File: src/rtl/keypad_scan_pkg.sv
// Shared types and constants for the 4x4 keypad scanner.
// Row/column counts, FSM state encoding, row reset pattern, column picker.
package keypad_pkg;

    localparam int NUM_ROWS = 4;
    localparam int NUM_COLS = 4;

    localparam logic [NUM_ROWS-1:0] ROW_RST = 4'b1110;

    typedef enum logic [1:0] {
        SCAN,
        DEBOUNCE,
        HELD
    } state_t;

    // Lowest-index closed (low) column wins.
    function automatic logic [1:0] low_zero(
        input logic [NUM_COLS-1:0] c
    );
        logic [1:0] idx;
        idx = 2'd0;
        for (int i = NUM_COLS - 1; i >= 0; i--) begin
            if (!c[i]) idx = 2'(i);
        end
        return idx;
    endfunction

endpackage

File: src/rtl/keypad_scan_if.sv
// Keypad pin/result bundle.
// master: scanner side; slave: keypad + consumer side.
interface keypad_scan_if;
    import keypad_pkg::*;

    logic [NUM_COLS-1:0] col_in;
    logic [NUM_ROWS-1:0] row_out;
    logic [3:0]          key_code;
    logic                key_valid;
    logic                key_pressed;

    modport master (
        input  col_in,
        output row_out,
        output key_code,
        output key_valid,
        output key_pressed
    );

    modport slave (
        output col_in,
        input  row_out,
        input  key_code,
        input  key_valid,
        input  key_pressed
    );

endinterface

File: src/rtl/keypad_scan_tick.sv
// Free-running scan divider: tick pulses one clk every 2^DIV_W clks.
// Ports: clk, reset (async active-low), tick (out).
module scan_tick #(
    parameter int DIV_W = 16
) (
    input  logic clk,
    input  logic reset,
    output logic tick
);

    logic [DIV_W-1:0] div_q;

    always_ff @(posedge clk or negedge reset) begin
        if (!reset) div_q <= '0;
        else        div_q <= div_q + DIV_W'(1);
    end

    assign tick = &div_q;

endmodule

File: src/rtl/keypad_scan.sv
// 4x4 keypad scanner with debounce; emits key code, valid strobe, pressed.
// Ports: clk, reset (async active-low), kp (keypad_scan_if.master).
module keypad_scan
    import keypad_pkg::*;
#(
    parameter int DIV_W          = 16,
    parameter int DEBOUNCE_TICKS = 4
) (
    input  logic          clk,
    input  logic          reset,
    keypad_scan_if.master kp
);

    localparam int CW = $clog2(DEBOUNCE_TICKS) + 1;
    localparam logic [CW-1:0] CNT_LAST = CW'(DEBOUNCE_TICKS - 1);

    logic tick;

    scan_tick #(
        .DIV_W(DIV_W)
    ) u_tick (
        .clk  (clk),
        .reset(reset),
        .tick (tick)
    );

    // col_in is asynchronous; only col_s is used downstream.
    logic [NUM_COLS-1:0] sync_a;
    logic [NUM_COLS-1:0] col_s;

    always_ff @(posedge clk or negedge reset) begin
        if (!reset) begin
            sync_a <= '1;
            col_s  <= '1;
        end else begin
            sync_a <= kp.col_in;
            col_s  <= sync_a;
        end
    end

    state_t              state_q, state_d;
    logic [CW-1:0]       cnt_q, cnt_d;
    logic [1:0]          row_q, row_d;
    logic [1:0]          cap_q, cap_d;
    logic [NUM_ROWS-1:0] rows_q, rows_d;
    logic [3:0]          code_q, code_d;
    logic                valid_q, valid_d;
    logic                pressed_q, pressed_d;

    logic [CW-1:0]       cnt_inc;
    logic [NUM_ROWS-1:0] rows_rot;

    assign cnt_inc  = cnt_q + CW'(1);
    assign rows_rot = {rows_q[NUM_ROWS-2:0], rows_q[NUM_ROWS-1]};

    always_comb begin
        state_d   = state_q;
        cnt_d     = cnt_q;
        row_d     = row_q;
        cap_d     = cap_q;
        rows_d    = rows_q;
        code_d    = code_q;
        valid_d   = 1'b0;
        pressed_d = pressed_q;
        if (tick) begin
            unique case (state_q)
                SCAN: begin
                    if (col_s == '1) begin
                        row_d  = row_q + 2'd1;
                        rows_d = rows_rot;
                    end else begin
                        cap_d   = low_zero(col_s);
                        cnt_d   = '0;
                        state_d = DEBOUNCE;
                    end
                end
                DEBOUNCE: begin
                    if (!col_s[cap_q]) begin
                        if (cnt_inc == CNT_LAST) begin
                            code_d    = {row_q, cap_q};
                            valid_d   = 1'b1;
                            pressed_d = 1'b1;
                            cnt_d     = '0;
                            state_d   = HELD;
                        end else begin
                            cnt_d = cnt_inc;
                        end
                    end else begin
                        row_d   = row_q + 2'd1;
                        rows_d  = rows_rot;
                        state_d = SCAN;
                    end
                end
                HELD: begin
                    if (col_s[cap_q]) begin
                        if (cnt_inc == CNT_LAST) begin
                            pressed_d = 1'b0;
                            cnt_d     = '0;
                            row_d     = row_q + 2'd1;
                            rows_d    = rows_rot;
                            state_d   = SCAN;
                        end else begin
                            cnt_d = cnt_inc;
                        end
                    end else begin
                        // a release needs consecutive open ticks
                        cnt_d = '0;
                    end
                end
                default: state_d = SCAN;
            endcase
        end
    end

    always_ff @(posedge clk or negedge reset) begin
        if (!reset) begin
            state_q   <= SCAN;
            cnt_q     <= '0;
            row_q     <= 2'd0;
            cap_q     <= 2'd0;
            rows_q    <= ROW_RST;
            code_q    <= 4'd0;
            valid_q   <= 1'b0;
            pressed_q <= 1'b0;
        end else begin
            state_q   <= state_d;
            cnt_q     <= cnt_d;
            row_q     <= row_d;
            cap_q     <= cap_d;
            rows_q    <= rows_d;
            code_q    <= code_d;
            valid_q   <= valid_d;
            pressed_q <= pressed_d;
        end
    end

    assign kp.row_out     = rows_q;
    assign kp.key_code    = code_q;
    assign kp.key_valid   = valid_q;
    assign kp.key_pressed = pressed_q;

endmodule
File: src/flat_wrapper.sv
// flat-port wrapper written by rule: the top's interface ports become plain ports
module keypad_scan_flat import keypad_pkg::*;
#(
    parameter int DIV_W          = 16,
    parameter int DEBOUNCE_TICKS = 4
)
  (clk, reset, kp_col_in, kp_row_out, kp_key_code, kp_key_valid, kp_key_pressed);
  keypad_scan_if kp_i ();
  input  logic clk;
  input  logic reset;
  input wire logic [$bits(kp_i.col_in)-1:0] kp_col_in;
  output wire logic [$bits(kp_i.row_out)-1:0] kp_row_out;
  output wire logic [$bits(kp_i.key_code)-1:0] kp_key_code;
  output wire logic [$bits(kp_i.key_valid)-1:0] kp_key_valid;
  output wire logic [$bits(kp_i.key_pressed)-1:0] kp_key_pressed;
  assign kp_i.col_in = kp_col_in;
  assign kp_row_out = kp_i.row_out;
  assign kp_key_code = kp_i.key_code;
  assign kp_key_valid = kp_i.key_valid;
  assign kp_key_pressed = kp_i.key_pressed;
  keypad_scan #(.DIV_W(DIV_W), .DEBOUNCE_TICKS(DEBOUNCE_TICKS)) u_core (.clk(clk), .reset(reset), .kp(kp_i));
endmodule
File: config.mk
export PLATFORM = sky130hd
export DESIGN_NAME = keypad_scan_flat
export DESIGN_NICKNAME = d
export VERILOG_FILES = /design/src/rtl/keypad_scan_pkg.sv /design/src/rtl/keypad_scan_if.sv /design/src/rtl/keypad_scan_tick.sv /design/src/rtl/keypad_scan.sv /design/src/flat_wrapper.sv
export SDC_FILE = /design/constraint.sdc
export NUM_CORES = 1
export LEC_CHECK = 0
export ABC_AREA = 1
export BUFFER_PORTS_ARGS = -buffer_cell sky130_fd_sc_hd__buf_2
export CAP_MARGIN = 20
export CORE_MARGIN = 4
export CORE_UTILIZATION = 64
export DETAILED_ROUTE_END_ITERATION = 7
export PLACE_DENSITY = 0.86
export SLEW_MARGIN = 5
export SYNTH_ARGS = -nofsm -noshare
export SYNTH_HDL_FRONTEND = slang
export SYNTH_SLANG_ARGS = --single-unit
export TNS_END_PERCENT = 50
File: constraint.sdc
create_clock -name clk -period 4.15 [get_ports clk]
set_clock_uncertainty 0.2 [all_clocks]
set_input_delay 0.83 -clock clk [delete_from_list [all_inputs] [get_ports clk]]
set_output_delay 0.83 -clock clk [all_outputs]
set_load 0.02 [all_outputs]
# ---- Word level (Yosys, flattened, before mapping)
# Index checks and enable logic that the tools add are counted.
dict set report op_classes {
  reduce_logical 10
  n_addsub 3
  n_eq_ne 12
  n_bitwise 2
  mux 36
  magnitude_cmp 1
}
# cell n
set op_table {}
lappend op_table {{21-bit AND reduction} 2}
lappend op_table {{19-bit AND reduction} 2}
lappend op_table {{2-bit 2-to-1 mux} 13}
lappend op_table {{20-bit AND reduction} 1}
lappend op_table {{18-bit AND reduction} 1}
lappend op_table {{16-bit by 1-bit adder with 16-bit output, second input constant} 1}
lappend op_table {{4-bit 2-to-1 mux} 4}
lappend op_table {{16-bit AND reduction} 1}
lappend op_table {{3-bit 2-to-1 mux} 4}
lappend op_table {{2-bit one-hot mux with 3 select lines} 2}
lappend op_table {{4-bit one-hot mux with 3 select lines} 1}
lappend op_table {{2-bit by 1-bit != test with 1-bit output, second input constant} 5}
lappend op_table {{1-bit 2-to-1 mux} 9}
lappend op_table {{3-bit one-hot mux with 3 select lines} 1}
lappend op_table {{4-bit equality test, second input constant} 1}
lappend op_table {{2-bit != test, second input constant} 2}
lappend op_table {{3-bit by 1-bit adder with 3-bit output, second input constant} 1}
lappend op_table {{3-bit by 2-bit equality test with 1-bit output, second input constant} 1}
lappend op_table {{2-bit by 3-bit < comparator with 1-bit output, second input constant} 1}
lappend op_table {{3-bit by 1-bit != test with 1-bit output, second input constant} 1}
lappend op_table {{3-bit nonzero test} 1}
lappend op_table {{2-bit by 1-bit adder with 2-bit output, second input constant} 1}
lappend op_table {{1-bit binary-select mux with 2-bit select} 1}
lappend op_table {{2-bit by 1-bit equality test with 1-bit output, second input constant} 1}
lappend op_table {{5 further kinds} 6}
dict set report totals {
  output_inout_bits 10
  regBits 43
  wordCells 75
  inputBits 6
}

# ---- Logic depth before layout (Yosys ltp)
dict set report logic_depth {
  ltp_word 6
  ltp_mapped 11
  depth_no_buf 11
}

# ---- By module
# A second synthesis with hierarchy kept.
dict set report unflattened {
  hier_cells 237
  area_unflattened_um2 2147.1
}
# module cells_each area_each_um2 n_inst
set modules_own_cells {}
lappend modules_own_cells {keypad_scan 147 1327.5 1}
lappend modules_own_cells {scan_tick 90 819.5 1}

# ---- Worst setup path after synthesis
# Ideal clock, no wire load.
dict set report synth_timing {
  kind {register to register}
  start {register u_core.cnt_q[0]}
  end {register u_core.rows_q[0], in the netlist u_core.kp.row_out[0]}
  required_time_ps 3833
  path_buffers 0
  setup_time_ps 117
  arrival_time_ps 1367
  stages_incl_launch_ff 10
  setup_slack_ps 2465
  cell_sequence {dfrtp_1 -> ha_1 -> nand2_1 -> nand3_1 -> inv_1 -> nand2_1 -> nand2_2 -> nand3_4 -> nand2_1 -> nand2_1}
}
dict set report synth_via {
  elab_chain_cells 4
}
# element line
set synth_lines {}
lappend synth_lines {{from (decl)} keypad_scan.sv:42} ;# logic [CW-1:0] cnt_q, cnt_d;
lappend synth_lines {{from (signal assigned)} keypad_scan.sv:127} ;# cnt_q <= cnt_d;
lappend synth_lines {{3-bit by 1-bit adder with 3-bit output} keypad_scan.sv:53} ;# assign cnt_inc = cnt_q + CW'(1);
lappend synth_lines {{3-bit by 2-bit equality test with 1-bit output} keypad_scan.sv:96} ;# if (cnt_inc == CNT_LAST) begin
lappend synth_lines {{2-bit by 1-bit != test with 1-bit output (no source line)} --}
lappend synth_lines {{21-bit AND reduction (no source line)} --}
lappend synth_lines {{to (signal assigned)} keypad_scan.sv:130} ;# rows_q <= rows_d;
lappend synth_lines {{to (decl)} keypad_scan.sv:45} ;# logic [NUM_ROWS-1:0] rows_q, rows_d;
# No other way between the ends.
# A chain may end at the register's enable or synchronous reset.

# ---- Worst setup path in the final report
dict set report layout_timing {
  start {register u_core.rows_q[2], in the netlist u_core.kp.row_out[2]}
  end {output kp_row_out[2]}
}
# element line
set layout_lines {}
lappend layout_lines {{to (decl)} flat_wrapper.sv:12} ;# output wire logic [$bits(kp_i.row_out)-1:0] kp_row_out;
# No word-level cell between the ends.

==> flow_metrics.py <==
metrics = {
    "cts": {
        "cts_buffers": 5,
        "cts_hold_buffers": 0,
        "cts-resized-gates": 0,
        "cts-root-buf": "clkbuf_4",
        "clock_path_buffers": 2,
        "cts_tree": "built",
        "h-tree-depth": 2,
        "clkSinkCount": 43,
        "clkTransAtPathRegs_ns": 0.11,
        "insertion_delay_ns": 0.34,
        "cts_setup_buffers": 0,
    },
    "die": {
        "coreArea_mm2": 0.00315,
        "pin_count": 16,
        "initial_utilization": 0.694,
        "die_h_um": 66.5,
        "die_area_mm2": 0.00442,
        "die_w_um": 66.5,
        "rows": 20,
    },
    "synthesis": {
        "synth.avg_cell_area_um2": 9.35,
        "ys.warnings.count": 0,
        "synth_fp_nets": 247,
        "syn_inst": 234,
        "synth_cell_types": 26,
        "synth.ff_latch_count": 43,
        "yosysSeqAreaShare": 0.498,
        "syn_area_mm2": 0.00219,
    },
    "worst_hold_path": {
        "hold_depth": 0,
        "hp-start": "u_core.sync_a[1]",
        "worstHoldEndpoint": "u_core.col_s[1]",
        "timing.hold.worst.class": "reg2reg",
    },
    "critical_path": {
        "worstReg2RegStart": "u_core.cnt_q[0]",
        "worst_setup_path_end_kind": "output port",
        "cp.buffers_inverters": 1,
        "r2r_cells": 9,
        "worstPathMaxFanout": 3,
        "r2r_slack_ns": 2.26,
        "crit_chain": "buf_2",
        "cp.arrival_ns": 1.06,
        "start_kind": "flip-flop",
        "rr_endpoint": "u_core.kp.row_out[0]",
        "critical_path_class": "reg2out",
        "critPathTopFamily": "flip-flops",
        "cp.required_ns": 3.12,
        "cp_slowest_cell": "dfstp_2",
        "max_stage_delay_ns": 0.56,
    },
    "global_route": {
        "grt_usage": 0.207,
        "antenna_found_initial": 0,
        "grt_pass1_vias": 1578,
        "grt_overflow": 0,
        "grt_max_degree": 44,
        "grt_pass1_wl_mm": 6.87,
    },
    "timing": {
        "whs_ns": 0.163,
        "setup_viol": 0,
        "fin_crit_sh": 0.505,
        "slew_violations": 0,
        "finalHoldViolCount": 0,
        "timing.setup.tns_ns": 0,
        "finalCriticalPeriod_ns": 2.09,
        "slew_headroom": 0.406,
        "fmax_ghz": 0.477,
        "tightest_slew_ns": 0.891,
        "rsz0062_at_grt": "false",
    },
    "routing": {
        "wl_met1_mm": 1.79,
        "first_pass_iters": 4,
        "route.detailed.drc": 0,
        "vias": 1621,
        "wl_met2_mm": 1.76,
        "met3WireLength_um": 175,
        "drt_iter0_markers": 149,
        "top_layer": "met4",
        "wl_per_cell_um": 12.6,
        "viasPerCell": 5.39,
        "totalWireLength_mm": 3.80,
        "ant_nets": 0,
    },
    "placement": {
        "port_buffers": 15,
        "dp_cells": 293,
        "dpl.hpwl_mm": 2.95,
        "place_congestion": 0.932,
    },
    "final_layout": {
        "fin_cells": 301,
        "layout-drive-gt1-share": 0.230,
        "area_growth_syn_to_layout_pct": 8.23,
        "final_nets": 269,
        "num_antenna_cells": 0,
    },
    "job": {
        "cap_violations": 0,
    },
    "power": {
        "peakVddDrop_mv": 0.236,
        "p_leak_nw": 1.23,
        "p_per_area_mw_per_mm2": 266,
    },
    "outcome": {
        "status": "complete, no violations",
    },
}
-- stage by stage --
stage	worst slack [ns]	cell area, um^2	util	power (W)
global placement	2.36	2320	0.735	0.000452
CTS	2.04	2370	0.751	0.000642
detailed placement	2.29	2320	0.735	0.000453
floorplan	2.47	2190	-	0.000441
global route	1.99	2370	0.751	0.000666
finish	2.06	2370	0.751	0.000630
-- cells in the mapped netlist, drive strengths merged --
cell type	number	area (um^2)
xor2	11	96.3
inv	29	109
nand4	12	90.1
xnor2	4	35.0
dfrtp	32	801
a21oi	2	10.0
nand3	18	113
nor4	2	12.5
nand2	70	295
nor3	4	20.0
o21ai	9	45.0
nor2	21	165
nor3b	1	12.5
ha	7	87.6
dfstp	11	289
o21a	1	7.51
-- where the power goes --
| group | switching [W] | internal [W] |
|---|---|---|
| Combinational | 0.0000119 | 0.00000362 |
| Sequential | 0.00000283 | 0.000426 |
| Clock | 0.000120 | 0.0000661 |
| Total | 0.000134 | 0.000496 |
-- final cells by class --
type / instances / area (um^2)
clock buffer: 7 / 45.0
clock inverter: 1 / 5.00
fill: 231 / 785
inverter: 29 / 109
multi-input combinational: 162 / 990
sequential: 43 / 1090
tap: 44 / 55.1
timing repair buffer: 15 / 75.1
-- worst max-delay path by stage --
stage	depth (start not counted)	slack, ns	startpoint	end
after floorplan	9	2.47	u_core.cnt_q[0]	u_core.kp.row_out[0]
after global placement	1	2.36	reset	u_core.cnt_q[1]
after detailed placement	9	2.29	u_core.cnt_q[0]	u_core.kp.row_out[0]
after CTS	1	2.04	u_core.kp.row_out[2]	kp_row_out[2]
after global routing	1	1.99	u_core.kp.row_out[2]	kp_row_out[2]
final	1	2.06	u_core.kp.row_out[2]	kp_row_out[2]
-- metal layers --
layer,GRT usage,vias up
met3,0.0489,7
li1,-,798
met1,0.275,770
met4,0.0863,0
met2,0.325,46
met5,0,-
-- registers in the layout, indices dropped and copies added, names as in the netlist, 2 cells and up --
signal and flops:
u_core.state_q 2, u_core.col_s 4, u_core.row_q 2, u_core.cnt_q 3, u_core.u_tick.div_q 16, u_core.cap_q 2
u_core.sync_a 4, u_core.kp.row_out 4, u_core.kp.key_code 4
-- worst register-to-register path, cell delays in order, from the launching register on --
cell	delay, ns
dfrtp_1	0.42
ha_1	0.22
nand2_1	0.09
nand3_1	0.13
inv_1	0.19
nand2_1	0.11
nand2_2	0.17
nand3_4	0.12
nand2_1	0.09
nand2_1	0.06
-- kinds of logic after synthesis --
| logic type | Yosys count | synth area share |
|---|---|---|
| AND/OR/NAND/NOR | 128 | 0.324 |
| flip-flops | 43 | 0.498 |
| buffers and inverters | 29 | 0.0497 |
| XOR/XNOR | 15 | 0.0600 |
| AO/OA/AOI/OAI | 12 | 0.0286 |
| adder cells (fa/ha/maj) | 7 | 0.0400 |
-- placed cells by master, fill, tap and decap left out, drive strengths merged --
master	n
a21oi	2
buf	15
clkbuf	7
clkinv	1
dfrtp	32
dfstp	11
ha	7
inv	29
nand2	70
nand3	18
nand4	12
nor2	21
nor3	4
nor3b	1
nor4	2
o21a	1
o21ai	9
xnor2	4
xor2	11
(Power assumes the default switching activity.)
